===== src/rtl/vjtag_pkg.sv =====
// Shared constants for the virtual JTAG DR controller:
// IR codes and STATUS capture bit positions.
package vjtag_pkg;

    localparam logic [1:0] IR_BYPASS = 2'b00;
    localparam logic [1:0] IR_WRITE  = 2'b01;
    localparam logic [1:0] IR_READ   = 2'b10;
    localparam logic [1:0] IR_STATUS = 2'b11;

    localparam int STAT_OVR = 17;
    localparam int STAT_WRV = 16;

endpackage


===== src/rtl/vjtag_dr_ctrl_if.sv =====
// Fabric-side bundle of the DR controller: host-written word
// (wr_data/wr_valid/wr_ready) and host-read word (rd_data/rd_ack).
interface vjtag_dr_ctrl_if #(
    parameter int DATA_W = 32
);

    logic [DATA_W-1:0] wr_data;
    logic              wr_valid;
    logic              wr_ready;
    logic [DATA_W-1:0] rd_data;
    logic              rd_ack;

    modport master (
        output wr_data, wr_valid, rd_ack,
        input  wr_ready, rd_data
    );

    modport slave (
        input  wr_data, wr_valid, rd_ack,
        output wr_ready, rd_data
    );

endinterface


===== src/rtl/vjtag_shift_reg.sv =====
// DR shift register: parallel load on capture, LSB-first shift.
// Ports: clk_i, rst_ni, load_i/ld_data_i, shift_i/sin_i, q_o.
module vjtag_shift_reg #(
    parameter int DATA_W = 32
) (
    input  logic              clk_i,
    input  logic              rst_ni,
    input  logic              load_i,
    input  logic [DATA_W-1:0] ld_data_i,
    input  logic              shift_i,
    input  logic              sin_i,
    output logic [DATA_W-1:0] q_o
);

    logic [DATA_W-1:0] sreg_q;
    logic [DATA_W-1:0] sreg_d;

    always_comb begin
        sreg_d = sreg_q;
        if (load_i) begin
            sreg_d = ld_data_i;
        end else if (shift_i) begin
            sreg_d = {sin_i, sreg_q[DATA_W-1:1]};
        end
    end

    always_ff @(posedge clk_i or negedge rst_ni) begin
        if (!rst_ni) begin
            sreg_q <= '0;
        end else begin
            sreg_q <= sreg_d;
        end
    end

    assign q_o = sreg_q;

endmodule


===== src/rtl/vjtag_dr_ctrl.sv =====
// Virtual JTAG DR controller: decodes ir_in, runs capture/shift/update.
// Ports: tck/rst_n, tdi/tdo, ir_in/ir_out, virtual_state_*, fab (master).
module vjtag_dr_ctrl
    import vjtag_pkg::*;
#(
    parameter int          DATA_W = 32,
    parameter logic [15:0] ID_VAL = 16'hA5C3
) (
    input  logic       tck,
    input  logic       rst_n,
    input  logic       tdi,
    output logic       tdo,
    input  logic [1:0] ir_in,
    output logic [1:0] ir_out,
    input  logic       virtual_state_cdr,
    input  logic       virtual_state_sdr,
    input  logic       virtual_state_udr,
    vjtag_dr_ctrl_if.master fab
);

    logic [DATA_W-1:0] sreg;
    logic [DATA_W-1:0] cap_data;
    logic [DATA_W-1:0] wr_data_q, wr_data_d;
    logic              wr_valid_q, wr_valid_d;
    logic              overrun_q, overrun_d;
    logic              rd_ack_q, rd_ack_d;
    logic              bypass_q, bypass_d;
    logic [1:0]        ir_out_q;
    logic              upd, cap, shf;
    logic              wr_upd, wr_ok, accept;

    // udr > cdr > sdr when strobes overlap
    assign upd = virtual_state_udr;
    assign cap = virtual_state_cdr & ~upd;
    assign shf = virtual_state_sdr & ~virtual_state_cdr & ~upd;

    always_comb begin
        cap_data = '0;
        case (ir_in)
            IR_WRITE: cap_data = wr_data_q;
            IR_READ:  cap_data = fab.rd_data;
            IR_STATUS: begin
                cap_data[15:0]     = ID_VAL;
                cap_data[STAT_WRV] = wr_valid_q;
                cap_data[STAT_OVR] = overrun_q;
            end
            default:  cap_data = '0;
        endcase
    end

    // BYPASS capture only touches the bypass bit
    vjtag_shift_reg #(.DATA_W(DATA_W)) u_sreg (
        .clk_i     (tck),
        .rst_ni    (rst_n),
        .load_i    (cap & (ir_in != IR_BYPASS)),
        .ld_data_i (cap_data),
        .shift_i   (shf),
        .sin_i     (tdi),
        .q_o       (sreg)
    );

    assign accept = wr_valid_q & fab.wr_ready;
    assign wr_upd = upd & (ir_in == IR_WRITE);
    assign wr_ok  = wr_upd & (~wr_valid_q | fab.wr_ready);

    always_comb begin
        bypass_d   = bypass_q;
        wr_data_d  = wr_data_q;
        wr_valid_d = wr_valid_q;
        overrun_d  = overrun_q;
        rd_ack_d   = upd & (ir_in == IR_READ);
        if (cap & (ir_in == IR_BYPASS)) begin
            bypass_d = 1'b0;
        end else if (shf) begin
            bypass_d = tdi;
        end
        // a reload on the accept cycle keeps wr_valid high
        if (accept) begin
            wr_valid_d = 1'b0;
        end
        if (wr_ok) begin
            wr_data_d  = sreg;
            wr_valid_d = 1'b1;
        end else if (wr_upd) begin
            overrun_d = 1'b1;
        end
        if (upd & (ir_in == IR_STATUS) & sreg[0]) begin
            overrun_d = 1'b0;
        end
    end

    always_ff @(posedge tck or negedge rst_n) begin
        if (!rst_n) begin
            bypass_q   <= 1'b0;
            wr_data_q  <= '0;
            wr_valid_q <= 1'b0;
            overrun_q  <= 1'b0;
            rd_ack_q   <= 1'b0;
            ir_out_q   <= 2'b00;
        end else begin
            bypass_q   <= bypass_d;
            wr_data_q  <= wr_data_d;
            wr_valid_q <= wr_valid_d;
            overrun_q  <= overrun_d;
            rd_ack_q   <= rd_ack_d;
            ir_out_q   <= {overrun_q, wr_valid_q};
        end
    end

    assign tdo          = (ir_in == IR_BYPASS) ? bypass_q : sreg[0];
    assign ir_out       = ir_out_q;
    assign fab.wr_data  = wr_data_q;
    assign fab.wr_valid = wr_valid_q;
    assign fab.rd_ack   = rd_ack_q;

endmodule


===== src/flat_wrapper.sv =====
// flat-port wrapper written by rule: the top's interface ports become plain ports
module vjtag_dr_ctrl_flat import vjtag_pkg::*;
#(
    parameter int          DATA_W = 32,
    parameter logic [15:0] ID_VAL = 16'hA5C3
)
  (tck, rst_n, tdi, tdo, ir_in, ir_out, virtual_state_cdr, virtual_state_sdr, virtual_state_udr, fab_wr_data, fab_wr_valid, fab_rd_ack, fab_wr_ready, fab_rd_data);
  vjtag_dr_ctrl_if #(.DATA_W(DATA_W)) fab_i ();
  input  logic tck;
  input  logic rst_n;
  input  logic tdi;
  output logic tdo;
  input  logic [1:0] ir_in;
  output logic [1:0] ir_out;
  input  logic virtual_state_cdr;
  input  logic virtual_state_sdr;
  input  logic virtual_state_udr;
  output wire logic [$bits(fab_i.wr_data)-1:0] fab_wr_data;
  output wire logic [$bits(fab_i.wr_valid)-1:0] fab_wr_valid;
  output wire logic [$bits(fab_i.rd_ack)-1:0] fab_rd_ack;
  input wire logic [$bits(fab_i.wr_ready)-1:0] fab_wr_ready;
  input wire logic [$bits(fab_i.rd_data)-1:0] fab_rd_data;
  assign fab_wr_data = fab_i.wr_data;
  assign fab_wr_valid = fab_i.wr_valid;
  assign fab_rd_ack = fab_i.rd_ack;
  assign fab_i.wr_ready = fab_wr_ready;
  assign fab_i.rd_data = fab_rd_data;
  vjtag_dr_ctrl #(.DATA_W(DATA_W), .ID_VAL(ID_VAL)) u_core (.tck(tck), .rst_n(rst_n), .tdi(tdi), .tdo(tdo), .ir_in(ir_in), .ir_out(ir_out), .virtual_state_cdr(virtual_state_cdr), .virtual_state_sdr(virtual_state_sdr), .virtual_state_udr(virtual_state_udr), .fab(fab_i));
endmodule

===== config.mk =====
export PLATFORM = sky130hd
export DESIGN_NAME = vjtag_dr_ctrl_flat
export DESIGN_NICKNAME = d
export VERILOG_FILES = /design/src/rtl/vjtag_pkg.sv /design/src/rtl/vjtag_dr_ctrl_if.sv /design/src/rtl/vjtag_shift_reg.sv /design/src/rtl/vjtag_dr_ctrl.sv /design/src/flat_wrapper.sv
export SDC_FILE = /design/constraint.sdc
export NUM_CORES = 1
export LEC_CHECK = 0
export CORE_ASPECT_RATIO = 1.4
export CORE_MARGIN = 5
export CORE_UTILIZATION = 54
export CTS_CLUSTER_DIAMETER = 30
export DETAILED_ROUTE_END_ITERATION = 10
export GPL_TIMING_DRIVEN = 1
export PLACE_DENSITY = 0.86
export SLEW_MARGIN = 10
export SYNTH_ARGS = -nofsm -noshare
export SYNTH_HDL_FRONTEND = slang
export SYNTH_SLANG_ARGS = --single-unit

===== constraint.sdc =====
create_clock -name tck -period 2.35 [get_ports tck]
set_input_delay 0.3525 -clock tck [delete_from_list [all_inputs] [get_ports tck]]
set_output_delay 0.3525 -clock tck [all_outputs]
set_load 0.05 [all_outputs]

# Yosys cells after proc, flatten, opt, wreduce, memory -nomap -nowiden
# Cells that the tools add are included.
totals:
  regBits: 70
  inputBits: 41
  out_inout_bits: 37
  word_cells: 45
op_classes:
  n_eq_ne: 4
  n_mux: 12
  bitwise: 15
  reduce_logical: 7
op_table:
  columns: ["cell", "n"]
  rows:
  - ["2-to-1 mux 32 bit", 2]
  - ["one-hot mux 18 bit (3 select lines)", 1]
  - ["one-hot mux 14 bit (2 select lines)", 1]
  - ["bitwise AND 1 bit", 11]
  - ["nonzero test 2 bit", 5]
  - ["2-to-1 mux 1 bit", 8]
  - ["== test 2 bit (second input constant)", 2]
  - ["inverter 1 bit", 3]
  - ["== test 2 x 1 -> 1 bit (second input constant)", 1]
  - ["zero test 2 bit", 1]
  - ["!= test 2 bit (second input constant)", 1]
  - ["AND reduction 2 bit", 1]
  - ["bitwise OR 1 bit", 1]

# Depth between registers and ports, before layout
logic_depth:
  depth_word: 5
  mapped_depth: 8
  depth_no_buf: 5

# Hierarchy
# Synthesis repeated with hierarchy kept, for this count alone.
unflattened:
  hier_cells: 310
  hier_area_um2: 3639.7
modules_own_cells:
  columns: ["mod", "n_inst", "cells_per_inst", "area_per_inst_um2", "seq_area_each_um2"]
  rows:
  - ["vjtag_dr_ctrl", 1, 171, 2124.5, 950.9]
  - ["vjtag_shift_reg", 1, 139, 1515.2, 800.8]

# Worst setup path after synthesis
# No wires, ideal clock.
synth_timing:
  kind: "in2reg"
  startpoint: "input port ir_in[0]"
  endpoint: "register u_core.u_sreg.sreg_q[22], in the netlist u_core.u_sreg.q_o[22]"
  setup_ns: 0.125
  arrival_ns: 1.701
  required_time_ns: 2.225
  slack_ns: 0.524
  path_stages: 6
  n_path_buf: 1
  cell_sequence: "inv_1 > ha_1 > nand2b_1 > a21oi_2 > buf_4 > mux2_2"
synth_between:
  elab_chain_cells: 3
  elab_cells_between_ends: 7
  cone_classes: "eq/ne: 2; mux: 2; bitwise: 1; reduce/logical: 2"
synth_rtl:
  columns: ["element", "line", "source"]
  rows:
  - ["start: declaration", "flat_wrapper.sv:13", "input logic [1:0] ir_in;"]
  - ["== test 2 bit, or another cell as far along", "vjtag_dr_ctrl.sv:39", "case (ir_in)"]
  - ["one-hot mux 14 bit (2 select lines) / bitwise AND 1 bit (equally long branches)", "vjtag_dr_ctrl.sv:39, vjtag_dr_ctrl.sv:55", null]
  - ["2-to-1 mux 32 bit / nonzero test 2 bit (equally long branches)", null, null]
  - ["end signal: assignment", "vjtag_shift_reg.sv:31", "sreg_q <= sreg_d;"]
  - ["end: declaration", "vjtag_shift_reg.sv:15", "logic [DATA_W-1:0] sreg_q;"]
# Parallel ways exist; a longest one is shown, timed or not.
# A chain may end at the register's enable or synchronous reset.

# Worst setup path after layout
layout_timing:
  startpoint: "input port ir_in[0]"
  endpoint: "register u_core.u_sreg.sreg_q[15], in the netlist u_core.u_sreg.q_o[15]"
layout_between:
  elab_chain_cells: 3
  elab_cells_between_ends: 8
  cone_classes: "eq/ne: 3; mux: 2; bitwise: 1; reduce/logical: 2"
layout_rtl:
  columns: ["element", "line"]
  rows:
  - ["== test 2 bit, or another cell as far along", "vjtag_dr_ctrl.sv:39"]
  - ["one-hot mux 18 bit (3 select lines) / bitwise AND 1 bit (equally long branches)", "vjtag_dr_ctrl.sv:39, vjtag_dr_ctrl.sv:55"]
  - ["2-to-1 mux 32 bit / nonzero test 2 bit (equally long branches)", null]
# Parallel ways exist; a longest one is shown, timed or not.

==> run_results.csv <==
group,metric,value,unit
drt,routedWlPerCell,19.5,um
setup_path,critPathLaunchType,"input port",
setup_path,critical_path.slowest_cell,"clkdlybuf4s50_1",
clocking,clk_latency,0.34,ns
min_path,hp-class,"input port to asynchronous set/reset pin",
drt,drtAntennaViolNets,0,
clocking,clock_sinks,70,
drt,firstDrtPassIters,7,
final_layout,antenna_cells,0,
logic_synthesis,postSynthCellCount,248,
clocking,cts_resized,0,
setup_path,crit_path_frequent_cell,"mux2_4",
logic_synthesis,synthArstFlopShare,1.00,
power,vdd_ir_drop_max,0.562,mV
timing,whs,0.0190,ns
timing,setup_viol,0,
timing,rsz0062_at_grt,"no",
setup_path,critical_path_class,"input port to flop",
setup_path,crit_chain,"clkdlybuf4s50_1 > inv_1 > ha_1 > or3b_1 > buf_4 > mux2_4 > mux2_4",
logic_synthesis,synth-main-ff-cell,"dfrtp_1",
run_status,outcome,"complete, no violations",
final_layout,drive_above_1_share,0.272,
floorplanning,initial_core_util,0.558,
floorplanning,core,5900,um^2
clocking,postCtsHoldBufs,0,
setup_path,end_kind,"flop",
clocking,cts_root_buffer,"clkbuf_8",
global_route,grt_max_degree,71,
timing,max_freq,0.476,GHz
placement,gp_congestion,0.823,
final_layout,nets,385,
logic_synthesis,yosysSeqAreaShare,0.532,
power,seqPwrFrac,0.409,
power,powerDensity,997,nW/um^2
timing,hold_violations,0,
setup_path,required,2.57,ns
logic_synthesis,synthesis.yosys.warnings,0,
global_route,globalRouteOverflowTotal,0,
drt,dr_total_vias,2488,
timing,max-slew-margin-rel,0.656,
clocking,cts_buffer_depth,2,
timing,period_share,0.894,
power,clkPwrFrac,0.189,
floorplanning,die_w,76,um
setup_path,worst-path-max-fanout,7,
power,swShare,0.389,
logic_synthesis,synth_area,3290,um^2
placement,pre_cts_ws,-0.0734,ns
flow_run,maxCapViolations,0,
placement,dp_hpwl,5780,um
global_route,grt_pass1_wl,13300,um
timing,finClkSkew,0.00790,ns
power,combPwrFrac,0.402,
logic_synthesis,syn_nets,293,
floorplanning,die_area,7780,um^2
floorplanning,core.rowCount,33,
drt,wl,8100,um
setup_path,slowest_delay,0.48,ns
final_layout,final_cell_mix,"clkdlybuf4s50_1, dfrtp_1, mux2_2",
global_route,track_usage,0.216,
clocking,cts_setup_buffers,0,
drt,routed_via_density,6.00,
setup_path,critPathArrivalTime,2.32,ns
floorplanning,die_h,102,um
clocking,cts_tree,"yes",
global_route,grt_pass1_vias,2668,
global_route,antenna_found_initial,0,
power,p_sw,0.00172,W
drt,drc_errors,0,
drt,first_iter_violations,156,
final_layout,final_common_cell,"clkdlybuf4s50_1",
logic_synthesis,synth_seq_cells,70,
power,internal_power,0.00271,W
clocking,clk_pin_slew_worst_paths,0.07,ns
clocking,cts_max_level,3,
logic_synthesis,synth_cell_types,29,
floorplanning,pin_count,78,
timing,worstMarginPinSlew,0.514,ns
clocking,numCtsBuffers,9,
logic_synthesis,synth_edf_count,0,
final_layout,fin_util,0.752,
timing,drv_slew,0,
final_layout,areaGrowthSynthToFinish,34.8,%
timing,worst_slack,0.250,ns
logic_synthesis,synth.avg_cell_area,13.3,um^2
power,p_leak,1.97,nW
placement,port_buffers,77,
timing,period_needed,2.10,ns
==> cell families after synthesis <==
logic type      synth area share
flops                      0.532
compound gates             0.168
mux                        0.209
buf+inv                   0.0369
simple gates              0.0384
fa+ha+maj                 0.0152
==> cell type report <==
class / instances / area (um^2)
well taps: 70 / 87.6
clock buffers: 12 / 145
repair buffers: 100 / 986
flip-flops and latches: 70 / 1750
fillers: 407 / 1470
clock inverters: 4 / 22.5
multi-input cells: 154 / 1430
inverters: 5 / 18.8
==> routing by layer <==
metal  vias up  wire length, um  track usage
li1       1132                -            -
met1      1269             3270        0.263
met2        78             4340        0.377
met3         9              380       0.0547
met4         0              107       0.0671
met5         -                0            0
==> metrics by stage <==
step | instance area (um^2) | setup TNS [ns] | cells | power (W)
CTS | 4440 | 0 | 415 | 0.00445
detailed placement | 4270 | -0.255 | 399 | 0.00362
global route | 4440 | 0 | 415 | 0.00462
finish | 4440 | 0 | 415 | 0.00443
global placement | 4270 | -0.0145 | 399 | 0.00356
floorplan | 3290 | 0 | 248 | 0.00292
==> cells in the mapped netlist (all sizes together), types with 4 or more instances <==
cell | instances | area share
a22oi | 6 | 0.014
a21oi | 8 | 0.013
mux2i | 10 | 0.030
clkbuf | 7 | 0.0080
mux2 | 51 | 0.18
ha | 4 | 0.015
a221o | 13 | 0.040
a221oi | 7 | 0.019
dfrtp | 70 | 0.53
buf | 12 | 0.023
inv | 5 | 0.0057
nor2 | 11 | 0.013
a22o | 25 | 0.066
==> worst max-delay path: cells and delay by family <==
family	cells	cell delay, ns
buffers and inverters	3	0.74
multiplexers	2	0.56
AND/OR/NAND/NOR	1	0.45
adder cells (fa/ha/maj)	1	0.21
==> sequential cells by signal (all words and copies together), names as in the netlist <==
register             count
u_core.fab.wr_valid      1
u_core.fab.rd_ack        1
u_core.fab.wr_data      32
u_core.ir_out            2
u_core.overrun_q         1
u_core.bypass_q          1
u_core.u_sreg.q_o       32
==> worst paths after layout <==
check | startpoint | to | slack [ns] | depth (start not counted)
hold / removal | rst_n | u_core.fab.wr_data[3]$_DFFE_PN0P_ | 0.02 | 2
setup / recovery | ir_in[0] | u_core.u_sreg.q_o[15]$_DFFE_PN0P_ | 0.25 | 7
min in group tck | u_core.overrun_q$_DFFE_PN0P_ | u_core.ir_out[1]$_DFF_PN0_ | 0.43 | 0
setup reg to reg | u_core.fab.wr_valid$_DFFE_PN0P_ | u_core.fab.wr_data[8]$_DFFE_PN0P_ | 0.88 | 4
max in group asynchronous | rst_n | u_core.u_sreg.q_o[19]$_DFFE_PN0P_ | 2.03 | 2
hold reg to reg | u_core.overrun_q$_DFFE_PN0P_ | u_core.ir_out[1]$_DFF_PN0_ | 0.43 | 0
==> power groups by stage <==
stage / Combinational (W) / Sequential, W / Clock [W]
final: 0.00178 / 0.00181 / 0.000835
after global placement: 0.00175 / 0.00180 / 0
after detailed placement: 0.00179 / 0.00183 / 0
after global routing: 0.00186 / 0.00186 / 0.000899
after floorplan: 0.000513 / 0.00241 / 0
after CTS: 0.00180 / 0.00181 / 0.000845
(Power assumes the default switching activity.)
